**config.mk**
```make
export PLATFORM = sky130hd
export DESIGN_NAME = dlock_multi
export DESIGN_NICKNAME = d
export VERILOG_FILES = /design/src/rtl/dlock_multi.sv
export SDC_FILE = /design/constraint.sdc
export NUM_CORES = 1
export LEC_CHECK = 0
export BUFFER_PORTS_ARGS = -buffer_cell sky130_fd_sc_hd__buf_2
export CORE_MARGIN = 4
export CORE_UTILIZATION = 28
export DETAILED_ROUTE_END_ITERATION = 6
export GPL_TIMING_DRIVEN = 0
export PLACE_DENSITY_LB_ADDON = 0.12
export SYNTH_ARGS = -nofsm -noshare
export SYNTH_HDL_FRONTEND = slang
export SYNTH_SLANG_ARGS = --single-unit
```
**constraint.sdc**
```tcl
create_clock -name clk_i -period 9.1 [get_ports clk_i]
set_clock_uncertainty 0.2 [all_clocks]
set_input_delay 0.91 -clock clk_i [delete_from_list [all_inputs] [get_ports clk_i]]
set_output_delay 0.91 -clock clk_i [all_outputs]
set_load 0.01 [all_outputs]
```
**src/rtl/dlock_multi.sv**
```systemverilog
// dlock_multi: multi-digit BCD keypad lock with failed-attempt counter and timed lockout.
module dlock_multi #(
  parameter int DIGITS      = 4,
  parameter int MAX_FAIL    = 3,
  parameter int LOCKOUT_CYC = 1000
) (
  input  logic       clk_i,
  input  logic       rst_ni,
  input  logic [9:0] key_i,
  input  logic       open_i,
  input  logic       close_i,
  input  logic       set_i,
  output logic       lock_o,
  output logic       alarm_o,
  output logic [3:0] digit_cnt_o,
  output logic [3:0] fail_cnt_o
);
  localparam int W  = 4 * DIGITS;
  localparam int TW = $clog2(LOCKOUT_CYC + 1);
  typedef enum logic [1:0] {CLOSED, OPENED, LOCKOUT} state_t;
  state_t        state_q, state_d;
  logic [W-1:0]  buf_q, buf_d, pw_q, pw_d;
  logic [3:0]    cnt_q, cnt_d, fail_q, fail_d, fail_inc, digit;
  logic [TW-1:0] timer_q, timer_d;
  logic [9:0]    key_q;
  logic          open_q, set_q, key_ev, open_ev, set_ev, full;
  assign key_ev   = $onehot(key_i) && key_q == 10'd0;
  assign open_ev  = open_i && !open_q;
  assign set_ev   = set_i && !set_q;
  assign full     = cnt_q == 4'(DIGITS);
  assign fail_inc = fail_q == 4'hf ? fail_q : fail_q + 4'd1;
  always_comb begin
    digit = 4'd0;
    for (int i = 0; i < 10; i++) if (key_i[i]) digit = 4'(i);
  end
  // Lockout swallows every input; otherwise CLOSE > OPEN > SET > key.
  always_comb begin
    state_d = state_q;
    buf_d   = buf_q;
    pw_d    = pw_q;
    cnt_d   = cnt_q;
    fail_d  = fail_q;
    timer_d = timer_q;
    if (state_q == LOCKOUT) begin
      timer_d = timer_q - TW'(1);
      buf_d   = '0;
      cnt_d   = 4'd0;
      if (timer_q == TW'(1)) begin
        state_d = CLOSED;
        fail_d  = 4'd0;
      end
    end else if (close_i) begin
      state_d = CLOSED;
      buf_d   = '0;
      cnt_d   = 4'd0;
    end else if (open_ev && state_q == CLOSED) begin
      buf_d = '0;
      cnt_d = 4'd0;
      if (full && buf_q == pw_q) begin
        state_d = OPENED;
        fail_d  = 4'd0;
      end else begin
        fail_d = fail_inc;
        if (fail_inc == 4'(MAX_FAIL)) begin
          state_d = LOCKOUT;
          timer_d = TW'(LOCKOUT_CYC);
        end
      end
    end else if (set_ev && state_q == OPENED && full) begin
      pw_d  = buf_q;
      buf_d = '0;
      cnt_d = 4'd0;
    end else if (key_ev && !full) begin
      buf_d = (buf_q << 4) | W'(digit);
      cnt_d = cnt_q + 4'd1;
    end
  end
  always_ff @(posedge clk_i) begin
    if (!rst_ni) begin
      state_q <= CLOSED;
      buf_q   <= '0;
      pw_q    <= '0;
      cnt_q   <= 4'd0;
      fail_q  <= 4'd0;
      timer_q <= '0;
      key_q   <= 10'd0;
      open_q  <= 1'b0;
      set_q   <= 1'b0;
    end else begin
      state_q <= state_d;
      buf_q   <= buf_d;
      pw_q    <= pw_d;
      cnt_q   <= cnt_d;
      fail_q  <= fail_d;
      timer_q <= timer_d;
      key_q   <= key_i;
      open_q  <= open_i;
      set_q   <= set_i;
    end
  end
  assign lock_o      = state_q == OPENED;
  assign alarm_o     = state_q == LOCKOUT;
  assign digit_cnt_o = cnt_q;
  assign fail_cnt_o  = fail_q;
endmodule

```
After elaboration in Yosys (flattened, before gate mapping) --
Index checks and enable logic that the tools add are counted.
Word-level totals: word-level logic and storage cells 85, output and inout port bits 10, register bits after elaboration 64, input port bits 15
Cells by class: muxes and demuxes 26, reduce and logical (&&, ||, !) cells 22, equality and inequality tests 11, bitwise gates (word level) 5, $add $sub $neg 12
Operators by type and width (count):
- 4-bit two-way mux | 13
- 10-bit two-way mux | 5
- 16-bit == test | 1
- 16-bit by 4-bit OR with 16-bit output | 1
- 2-bit two-way mux | 7
- 1-bit by 1-bit adder with 2-bit output | 5
- 10-bit by 1-bit == test with 1-bit output (second input constant) | 1
- 10-bit zero test | 1
- 10-bit by 1-bit subtractor with 10-bit output (second input constant) | 1
- 4-bit by 1-bit adder with 4-bit output (second input constant) | 2
- 1-bit logical AND | 8
- 4-bit AND reduction | 2
- 2-bit by 2-bit adder with 3-bit output | 2
- 3-bit AND reduction | 2
- 5-bit OR reduction | 1
- 3-bit by 3-bit adder with 4-bit output | 1
- 4-bit by 2-bit adder with 4-bit output | 1
- 4-bit by 1-bit == test with 1-bit output (second input constant) | 1
- 4-bit by 2-bit == test with 1-bit output (second input constant) | 1
- 4-bit by 3-bit == test with 1-bit output (second input constant) | 1
- 4-bit == test (second input constant) | 1
- 2-bit by 1-bit inequality test with 1-bit output (second input constant) | 2
- 1-bit NOT | 4
- 2-bit nonzero test | 2
- other kinds (8) | 10

Depth between registers and ports, before layout --
Gate-level depths: netlist of run 1.
depth after elaboration 10, mapped depth 15, gate-level depth less buffers 14

Worst setup path after synthesis of run 1 --
No wires, ideal clock.
path type in2reg, start point in key_i[0], end point reg cnt_q[2] (netlist: digit_cnt_o[2]), required time 8.772 ns, library setup time 0.128 ns, buffers on the path 1, arrival time 4.073 ns, stages 15, path slack 4.699 ns, path through fa_1 -> fa_1 -> inv_1 -> fa_1 -> inv_1 -> ha_1 -> inv_1 -> fa_1 -> a2111oi_0 -> a21oi_1 -> nor2_1 -> buf_2 -> nand2_1 -> xor2_1 -> nor2_1
On the way: word-level cells in the longest chain between the ends 7
RTL lines:
- start: declaration | RTL line 9 | input logic [9:0] key_i,
- 1-bit by 1-bit adder with 2-bit output (implied by the code) | RTL line 27 | assign key_ev = $onehot(key_i) && key_q == 10'd0;
- 2-bit by 2-bit adder with 3-bit output (implied by the code) | RTL line 27
- 3-bit by 3-bit adder with 4-bit output (implied by the code) | RTL line 27
- 4-bit by 2-bit adder with 4-bit output (implied by the code) | RTL line 27
- 4-bit by 1-bit == test with 1-bit output | RTL line 27
- 1-bit logical AND | RTL line 27
- 1-bit logical AND | RTL line 73 | end else if (key_ev && !full) begin
- end signal: assignment | RTL line 93 | cnt_q <= cnt_d;
- end: declaration | RTL line 23 | logic [3:0] cnt_q, cnt_d, fail_q, fail_d, fail_inc, digit;
Every way passes these cells. A chain may end at the register's enable or synchronous reset.

Worst setup path in the final report of run 1 --
start point in key_i[0], end point reg buf_q[14]
On the way: word-level cells in the longest chain between the ends 7
RTL lines:
- 1-bit by 1-bit adder with 2-bit output (implied by the code) | RTL line 27
- 2-bit by 2-bit adder with 3-bit output (implied by the code) | RTL line 27
- 3-bit by 3-bit adder with 4-bit output (implied by the code) | RTL line 27
- 4-bit by 2-bit adder with 4-bit output (implied by the code) | RTL line 27
- 4-bit by 1-bit == test with 1-bit output | RTL line 27
- 1-bit logical AND | RTL line 27
- 1-bit logical AND | RTL line 73
- end signal: assignment | RTL line 91 | buf_q <= buf_d;
- end: declaration | RTL line 22 | logic [W-1:0] buf_q, buf_d, pw_q, pw_d;
Every way passes these cells.

==> results.md, run 1 <==
- IO buf count: 23
- Post-Place Cells: 494
- Net switching power: 0.190 mW
- Initial Util: 28.6%
- Cell count after synthesis: 331
- Crit share post-route: 50.6%
- Avg Cell Area, Syn: 9.36 µm²
- Die height: 113 µm
- Total Routing Usage GR: 11.4%
- Fin Setup TNS: 0 ns
- Asr flop ratio synth: 0%
- # DRC: 0
- CP max stage delay: 0.54 ns
- Final min period: 4.61 ns
- Area Growth Syn to Fin: 17.1%
- Post-synth cell types: 50
- Placed instance area: 3390 µm²
- Die X: 113 µm
- Critical Path Source Type: input port
- Clock Sinks: 64
- Vias in the first global route: 2314
- Max cap viols: 0
- CTS resizes: 0
- # IOs: 25
- Placer congestion estimate: 0.712
- Iter 0 DRT Violations: 101
- Status: completed
- FP Rows: 38
- Post-Syn Nets: 359
- Sequential power share: 43.4%
- DR vias: 2315
- Final hold viol count: 0
- Hold Buf Count CTS: 0
- Critical Path RT: 9.11 ns
- Crit. End Element: flip-flop
- Max Fclk: 217 MHz
- DP Worst Slack: 4.11 ns
- Share of cells above drive strength 1: 13.2%
- Overall power: 0.708 mW
- Synth Register Bits: 64
- Final WL: 6.83 mm
- Initial antenna violation count: 0
- Commonest cells in the synthesized netlist: 64 x dfxtp_1, 39 x nor2_1, 31 x mux2i_1
- DIE AREA: 12800 µm²
- Drt first pass iters: 5
- Setup Crit Path Kind: input port to flip-flop
- Non-Filler Instances: 510
- H-tree depth: 3
- Power per cell area: 195 nW/µm²
- Critical path's most frequent cell: fa_1
- Fin Hold WS: 0.327 ns
- Mapped Area: 3100 µm²
- Longest Clk Path Bufs: 2
- Design area: 3630 µm²
- Peak VDD IR: 0.0659 mV
- Synth top area cells: dfxtp_1 41%, mux2i_1 10%, nor2_1 4.7%, fa_1 3.9%, xor2_1 3.7%
- Post-Route Utilization: 33.5%
- Ys Warns: 0
- Diodes inserted: 0
- Crit-path leading delay family: adder cells
- Via density: 4.54
- CP max stage cell: fa_1
- Cts bufs inserted: 9
- Post-synth EDFFs: 0
- CTS tree: yes
- HPWL Detailed: 4.99 mm
- Post-CTS setup buffer count: 0
- Final Setup Violations: 0
- Unrepaired setup endpoints after global routing: false
- Net switching fraction of the power: 26.8%
- Min-Delay Path Class: flip-flop to flip-flop
- Fill cell count: 1150
- Worst skew pair latency: 0.34 ns
- Cell Int Power: 0.518 mW
- Area leader, netlist: dfxtp_1
- CP Buf/Inv Count: 5
- Largest net degree at the start of global routing: 12
- Clk root buf: clkbuf_8
- Slew @ Worst Pin: 0.554 ns
- Clock slew at reported path FFs: 0.08 ns
- Detail Route Antenna Nets: 0
- Rel. slew slack: 63.1%
- Fin worst setup slack: 4.49 ns
- Core area: 10800 µm²
- Main synth FF type: dfxtp_1
- Total gr overflow: 0
- Pleak: 1.55 nW
- Sequential fraction of the synthesis area: 41.4%
- Share of Yosys cell area claimed by the top area cell type: 41.4%
- First-pass GRT wire length: 11.5 mm
- Pins Over Slew Limit: 0
- Clock Power Share: 41.1%
- CP cell instances: buf_2, fa_1, fa_1, inv_1, fa_1, inv_1, ha_1, inv_1, fa_1, nor4b_1, nand4_1, nor2_1, buf_2, mux2i_1, nor2_1
- Critical-path maximum fanout: 10
- Most frequent cell after synthesis: dfxtp_1
- Combinational power share: 15.5%
- Final net count: 393
- DR WL/cell: 13.4 µm
- Critical Path AT: 4.62 ns
[worst paths after layout]
check	start	to	slack [ns]	cells after the start
min	timer_q[0]	timer_q[0]	0.33	2
max reg2reg	digit_cnt_o[0]	state_q[0]	6.50	9
max	key_i[0]	buf_q[14]	4.49	15
min reg2reg	timer_q[0]	timer_q[0]	0.33	2
[flip-flops by register name, summed over array words and instances (netlist names)]
name	flops
state_q	2
pw_q	16
digit_cnt_o	4
timer_q	10
buf_q	16
set_q	1
open_q	1
key_q	10
fail_cnt_o	4
[power by group through the flow]
| stage | logic [mW] | registers [mW] | clock network [mW] |
|---|---|---|---|
| floorplan | 0.0772 | 0.312 | 0 |
| global placement | 0.111 | 0.314 | 0 |
| detailed placement | 0.112 | 0.313 | 0 |
| CTS | 0.113 | 0.307 | 0.300 |
| global route | 0.129 | 0.309 | 0.313 |
| finish | 0.110 | 0.307 | 0.291 |
[cells by family after synthesis]
kind of cell | synth area share [%]
buffers and inverters | 5.33
AND/OR/NAND/NOR | 22.1
AO/OA/AOI/OAI | 8.20
multiplexers | 10.0
flip-flops | 41.4
XOR/XNOR | 6.22
adder cells (fa/ha/maj) | 6.71
[per-layer routing]
layer | up-vias | global-route usage, % | share of wire, %
met5 | - | 0 | 0
met2 | 36 | 17.8 | 44
met3 | 8 | 3.80 | 4.2
met1 | 1072 | 14.9 | 51
li1 | 1199 | - | -
met4 | 0 | 3.37 | 0.89
[cell usage in the layout (no fill, tap or decap), drive strengths merged, types with 7 or more instances in the layout]
master,netlist,final
a21oi,8,8
and2,13,13
buf,5,28
clkbuf,7,19
dfxtp,64,64
ha,7,7
inv,21,21
mux2i,31,31
nand2,18,18
nor2,39,39
nor2b,18,18
o21ai,7,7
xnor2,9,9
xor2,13,13
[area by class of cell]
| class | count | area, µm² | area share [%] |
|---|---|---|---|
| Multi-Input combinational cell | 234 | 1650 | 45.5 |
| Timing Repair Buffer | 23 | 115 | 3.17 |
| Clock buffer | 12 | 165 | 4.55 |
| Inverter | 21 | 86.3 | 2.38 |
| Tap cell | 140 | 175 | 4.83 |
| Buffer | 12 | 78.8 | 2.17 |
| Clock inverter | 4 | 75.1 | 2.07 |
| Sequential cell | 64 | 1280 | 35.3 |
[worst reg2reg max path, delay by kind of cell (launching register included)]
family | cells | cell delay [ns]
buffers and inverters | 2 | 0.30
AOI/OAI and AO/OA | 1 | 0.17
and+or+nand+nor | 5 | 1.40
adders and majority gates | 1 | 0.14
DFF | 1 | 0.36
Power figures use the tool's default switching activity.
==> inputs of run 2 (changes only) <==
ABC_AREA = 1   (was default)
clock period = 4.5 ns   (was 9.1 ns; I/O delays follow)
==> run 2 against run 1 <==
Combinational power rose to 3.2 times the previous value. Global-route usage increased by 1.7 points. Cell count up 29%.
==> results.md, run 2 <==
- Critical Path RT: 4.56 ns (-4.55 ns)
- Compound-cell area share of the yosys netlist: 14.4% (+6.2 points)
- CTS tree: yes
- Final min period: 4.01 ns
- Reg2Reg Launch Point: digit_cnt_o[0]
- Synth top area cells: dfxtp_1 38%, nand2_1 9.7%, inv_1 9.2%, a21oi_1 6.7%, o21ai_0 5.8%
- Detail Route Antenna Nets: 0 (unchanged)
- Cell count after synthesis: 476 (+44%)
- Unrepaired setup endpoints after global routing: false
- Most frequent cells in the layout: 87 x nand2_1, 82 x inv_1, 64 x dfxtp_1, 45 x a21oi_1, 39 x o21ai_0
- Ys Warns: 0 (unchanged)
- Clock Sinks: 64 (unchanged)
- Largest registers: buf_q x16, pw_q x16
- Top sig layer: met4
- Power per cell area: 423 nW/µm² (+120%)
- Sequential fraction of the synthesis area: 38.2% (-3.2 points)
- Simple logic cell fraction of the synthesized area: 27.8% (+5.7 points)
- Synth Register Bits: 64 (unchanged)
- Placer congestion estimate: 0.821 (+15%)
- Post-Syn Nets: 504 (+40%)
- Worst setup path startpoint: key_i[5]
- Hold Path Origin: set_i
- Final hold viol count: 0 (unchanged)
- Critical-path maximum fanout: 9 (-1)
- Critical path's most frequent cell: fa_1
- DR WL/cell: 12.8 µm (-4.2%)
- Commonest cells in the synthesized netlist: 87 x nand2_1, 82 x inv_1, 64 x dfxtp_1
- Fin worst setup slack: 0.488 ns (-4.00 ns)
- Share of Yosys cell area claimed by the top area cell type: 38.2% (-3.2 points)
- Longest Clk Path Bufs: 2 (unchanged)
- DR vias: 3048 (+32%)
- CP max stage delay: 0.51 ns (-0.03 ns)
- CP Buf/Inv Count: 4 (-1)
- Mapped Area: 3360 µm² (+8.4%)
- Largest family of logic cells by synthesized area: simple AND/OR/NAND/NOR gates
- Design area: 3940 µm² (+8.6%)
- Asr flop ratio synth: 0% (unchanged)
- Pleak: 1.72 nW (+11%)
- Mux contribution to synthesized area: 0% (-10 points)
- Total gr overflow: 0 (unchanged)
- FP Rows: 39 (+2.6%)
- Wl on met1: 4.42 mm (+28%)
- CP max stage cell: fa_1
- Initial Util: 29.0% (+0.45 points)
- DP Worst Slack: 0.0582 ns (-4.05 ns)
- Rel. slew slack: 59.3% (-3.8 points)
- Main synth FF type: dfxtp_1
- Post-Place Cells: 642 (+30%)
- Cts bufs inserted: 9 (unchanged)
- Largest net degree at the start of global routing: 11 (-1)
- # DRC: 0 (unchanged)
- Area share of fa/ha/maj cells after synthesis: 6.19% (-0.52 points)
- Iter 0 DRT Violations: 120 (+19%)
- Status: completed
- CTS resizes: 0 (unchanged)
- Post-synth cell types: 38 (-24%)
- Pins Over Slew Limit: 0 (unchanged)
- First-pass GRT wire length: 14.7 mm (+28%)
- Post-Route Utilization: 34.0% (+0.59 points)
- Die X: 117 µm (+3.8%)
- Via density: 4.64 (+2.2%)
- Core area: 11600 µm² (+6.7%)
- Diodes inserted: 0 (unchanged)
- HPWL Detailed: 6.28 mm (+26%)
- Peak VDD IR: 0.136 mV (+110%)
- CP cell instances: buf_2, fa_1, fa_1, inv_1, fa_1, inv_1, ha_1, inv_1, fa_1, nand4_1, nor2_1, nand4_1, nor3_1, nand2_1, a21oi_1
- Synth Area in XOR/XNOR: 2.09% (-4.1 points)
- Area leader, netlist: dfxtp_1
- Placed instance area: 3650 µm² (+7.8%)
- Slew @ Worst Pin: 0.606 ns (+0.0527 ns)
- Hold Buf Count CTS: 0 (unchanged)
- Fin Setup TNS: 0 ns (unchanged)
- Share of cells above drive strength 1: 12.8% (-0.40 points)
- Total Routing Usage GR: 13.1% (+1.7 points)
- Clock slew at reported path FFs: 0.05 ns (-0.03 ns)
- Critical Path Source Type: input port
- Final WL: 8.43 mm (+23%)
- Area Growth Syn to Fin: 17.3%
- Most frequent cell after synthesis: nand2_1
- Crit-path leading delay family: adder cells
- Clk root buf: clkbuf_16
- Vias in the first global route: 3053 (+32%)
- Overall power: 1.67 mW (+140%)
- Drt first pass iters: 4 (-1)
- Post-CTS setup buffer count: 0 (unchanged)
- Die height: 117 µm (+3.8%)
- Crit. End Element: flip-flop
- Met2 wire len: 3.61 mm (+19%)
- Wire length on met3: 215 µm (-25%)
- Final Setup Violations: 0 (unchanged)
- Post-synth EDFFs: 0 (unchanged)
- IO buf count: 23 (unchanged)
- Setup Crit Path Kind: input port to flip-flop
- Initial antenna violation count: 0 (unchanged)
- DIE AREA: 13800 µm² (+7.8%)
- # IOs: 25 (unchanged)
- Crit share post-route: 89.2%
- Max Fclk: 249 MHz
- Non-Filler Instances: 657 (+29%)
- Avg Cell Area, Syn: 7.05 µm² (-25%)
- Commonest non-fill, non-tap cell in the layout: nand2_1
- Critical Path AT: 4.07 ns (-0.55 ns)
- Worst skew pair latency: 0.33 ns (about the same)
- Fin Hold WS: 0.123 ns (-0.204 ns)
- H-tree depth: 3 (unchanged)
- Max cap viols: 0 (unchanged)
- Final net count: 538 (+37%)
- Min-Delay Path Class: input port to flip-flop
-- run 2: changes by cell type in the layout (fill, tap and decap cells not counted), moves of 12 or more --
| cell | delta |
|---|---|
| and2_1 | -12 |
| inv_1 | +63 |
| nand3_1 | +25 |
| nor2b_1 | -17 |
| mux2i_1 | -31 |
| nand2_1 | +70 |
| o21ai_0 | +35 |
| xor2_1 | -12 |
| a21oi_1 | +37 |
-- run 2: cells by family (layout without fill, tap and decap cells) --
kind of cell             count (synthesis)  after routing
AO/OA/AOI/OAI                           93             93
XOR/XNOR                                 8              8
adder cells (fa/ha/maj)                 13             13
buffers and inverters                  100            138
flip-flops                              64             64
AND/OR/NAND/NOR                        198            198
-- run 2: layout make-up --
cell class,count,area (µm²)
buffer,12,50.0
fill,1218,7630
multi-input combinational,312,1690
clock buffer,11,243
timing repair buffer,23,115
inverter,88,330
sequential,64,1280
clock inverter,4,45.0
tap,143,179
-- run 2: tightest hold or removal path: stages --
cell	delay, ns
buf_2	0.09
nand2_1	0.04
inv_1	0.04
-- run 2: final timing paths --
path	depth (start not counted)	slack, ns	end
max	15	0.49	buf_q[1]
min	3	0.12	set_q
max reg2reg	9	2.35	buf_q[1]
min reg2reg	2	0.26	pw_q[3]
-- run 2: routing by layer --
metal | track usage (%) | vias to the layer above
li1 | - | 1601
met1 | 18.0 | 1389
met2 | 20.1 | 43
met3 | 2.40 | 15
met4 | 5.57 | 0
met5 | 0 | -
-- run 2: power breakdown --
part / total (mW) / internal [mW] / leakage (nW) / switching, mW
sequential: 0.631 / 0.600 / 0.521 / 0.0311
combinational: 0.351 / 0.136 / 1.06 / 0.215
clock: 0.684 / 0.438 / 0.145 / 0.246
==> inputs of run 3 (changes only) <==
==> constraint.sdc (replaced) <==
create_clock -name clk_i -period 4.5 [get_ports clk_i]
set_clock_uncertainty 0.2 [all_clocks]
set_input_delay 0.9 -clock clk_i [delete_from_list [all_inputs] [get_ports clk_i]]
set_output_delay 0.9 -clock clk_i [all_outputs]
set_load 0.01 [all_outputs]
==> run 3 against run 2 <==
First-iteration DRC count is 14% higher. Maximum frequency is 5.1% lower. Wire length is 0.17% lower. Non-clock buffer count is 1 higher. Cell count is 0.15% higher. Critical endpoint is now buf_q[13]. Largest cell class unchanged.
==> results.md, run 3 (same netlist as run 2, synthesis figures left out) <==
- CTS tree: yes
- Diodes inserted: 0 (unchanged)
- Clock Sinks: 64 (unchanged)
- Final net count: 539 (+0.19%)
- IO buf count: 23 (unchanged)
- Crit share post-route: 93.9% (+4.8 points)
- Max Fclk: 237 MHz (-5.1%)
- Peak VDD IR: 0.136 mV (about the same)
- Area Growth Syn to Fin: 17.7%
- Worst skew pair latency: 0.33 ns (about the same)
- Combinational power share: 21.1% (about the same)
- Cell Int Power: 1.17 mW (about the same)
- Max cap viols: 0 (unchanged)
- Cts bufs inserted: 9 (unchanged)
- Commonest non-fill, non-tap cell in the layout: nand2_1
- Fill cell count: 1217 (-0.082%)
- Unrepaired setup endpoints after global routing: false
- Iter 0 DRT Violations: 137 (+14%)
- Status: completed
- Rel. slew slack: 59.0% (-0.24 points)
- Drt first pass iters: 4 (unchanged)
- Total Routing Usage GR: 13.1% (unchanged)
- Cells on Worst Hold Path: 2 (-1)
- Total gr overflow: 0 (unchanged)
- Hold Path Origin: pw_q[3]
- R2R cell count: 10 (+1)
- Via density: 4.66 (+0.54%)
- Pins Over Slew Limit: 0 (unchanged)
- Slew @ Worst Pin: 0.610 ns (+0.00351 ns)
- Flop2flop setup slack: 2.49 ns (+0.14 ns)
- Clk root buf: clkbuf_16
- Net switching power: 0.489 mW (-0.60%)
- Critical-path maximum fanout: 10 (+1)
- RR Endpoint: buf_q[11]
- Critical Path Source Type: input port
- Sequential power share: 38.0% (about the same)
- Min-Delay Path Class: flip-flop to flip-flop
- Multi-input gate area: 1700 µm² (+0.30%)
- Core area: 11600 µm² (unchanged)
- Pleak: 1.72 nW (+0.17%)
- Clock Power Share: 40.9% (about the same)
- First-pass GRT wire length: 14.7 mm (about the same)
- Critical Path RT: 4.52 ns (-0.04 ns)
- DR vias: 3069 (+0.69%)
- DR WL/cell: 12.8 µm (-0.32%)
- Die height: 117 µm (unchanged)
- Initial antenna violation count: 0 (unchanged)
- Overall power: 1.66 mW (-0.16%)
- Final Setup Violations: 0 (unchanged)
- Most frequent cells in the layout: 87 x nand2_1, 81 x inv_1, 64 x dfxtp_1, 45 x a21oi_1, 39 x o21ai_0
- # DRC: 0 (unchanged)
- DIE AREA: 13800 µm² (unchanged)
- HPWL Detailed: 6.28 mm (unchanged)
- Final hold viol count: 0 (unchanged)
- Worst hold endpoint: pw_q[3]
- Critical Path AT: 4.24 ns (+0.17 ns)
- H-tree depth: 3 (unchanged)
- Setup Crit Path Kind: input port to flip-flop
- Fin Hold WS: 0.261 ns (+0.138 ns)
- Final min period: 4.23 ns (+0.215 ns)
- Vias in the first global route: 3060 (+0.23%)
- Power per cell area: 421 nW/µm² (-0.47%)
- Initial Util: 29.0% (unchanged)
- Longest Clk Path Bufs: 2 (unchanged)
- Share of cells above drive strength 1: 13.4% (+0.56 points)
- Placer congestion estimate: 0.821 (unchanged)
- Net switching fraction of the power: 29.4% (-0.13 points)
- Design area: 3950 µm² (+0.32%)
- FP Rows: 39 (unchanged)
- Detail Route Antenna Nets: 0 (unchanged)
- Crit. End Element: flip-flop
- Clock slew at reported path FFs: 0.06 ns (about the same)
- # IOs: 25 (unchanged)
- Largest net degree at the start of global routing: 11 (unchanged)
- Die X: 117 µm (unchanged)
- Final WL: 8.42 mm (-0.17%)
- Storage element area: 1280 µm² (unchanged)
- Reg2Reg Launch Point: digit_cnt_o[0]
- Placed instance area: 3650 µm² (unchanged)
- Largest registers: buf_q x16, pw_q x16
## run 3: cell types whose count changed in the layout (fill, tap and decap cells not counted)
cell | before | now
inv_1 | 82 | 81
inv_2 | 5 | 6
nor3_2 | 1 | 2
buf_4 | 0 | 1
nor3_1 | 6 | 5
## run 3: final cells by class
class	count	area share (%)
Timing Repair Buffer	24	3.10
Sequential cell	64	32.4
Inverter	88	8.36
Tap cell	143	4.53
Buffer	12	1.27
Multi-Input combinational cell	312	43.0
Clock inverter	4	1.14
Clock buffer	11	6.15
## run 3: metrics by stage
step / TNS [ns] / util [%] / std cells / setup slack [ns]
2_1_floorplan: 0 / - / 476 / 0.258
3_3_place_gp: -5.25 / 31.6 / 642 / -0.422
3_5_place_dp: -5.15 / 31.6 / 642 / -0.392
4_1_cts: 0 / 34.2 / 658 / 0.145
5_1_grt: 0 / 34.2 / 658 / 0.0283
6_report: 0 / 34.2 / 658 / 0.273
## run 3: worst max-delay path by stage
| stage | start | end | slack (ns) | cells after the start |
|---|---|---|---|---|
| after floorplan | key_i[0] | digit_cnt_o[2] | 0.26 | 14 |
| after global placement | key_i[0] | buf_q[1] | -0.42 | 15 |
| after detailed placement | key_i[0] | buf_q[1] | -0.39 | 15 |
| after CTS | key_i[0] | digit_cnt_o[2] | 0.14 | 17 |
| after global routing | key_i[5] | digit_cnt_o[0] | 0.03 | 15 |
| final | key_i[5] | buf_q[13] | 0.27 | 15 |
## run 3: worst max-delay path, stage by stage
cell and delay (ns):
buf_2 0.13, fa_1 0.50, fa_1 0.49, inv_1 0.05
fa_1 0.42, inv_1 0.06, ha_1 0.16, inv_1 0.05
fa_1 0.51, nand4_1 0.10, nor2_1 0.15, nand4_1 0.20
buf_2 0.25, o21ai_0 0.21, nor2_1 0.07
## run 3: timing repair
item / in CTS / in global routing
cloned: 0 / 0
pin swaps: 1 / 0
setup buffers: 1 / 0
resized for setup: 1 / 1
hold buffers: 0 / 0
setup endpoints to repair: 4 / 5
## run 3: power groups by stage
stage / clock, mW / sequential [mW] / combinational (mW)
floorplan: 0 / 0.635 / 0.273
global placement: 0 / 0.643 / 0.347
detailed placement: 0 / 0.643 / 0.353
CTS: 0.704 / 0.631 / 0.355
global route: 0.730 / 0.637 / 0.413
finish: 0.680 / 0.631 / 0.351
## run 3: per-layer routing
metal / part of all wire, % / track usage [%] / vias up
met4: 2.1 / 5.57 / 0
met1: 51 / 18.0 / 1396
met2: 43 / 20.1 / 58
li1: - / - / 1600
met3: 3.2 / 2.40 / 15
met5: 0 / 0 / -
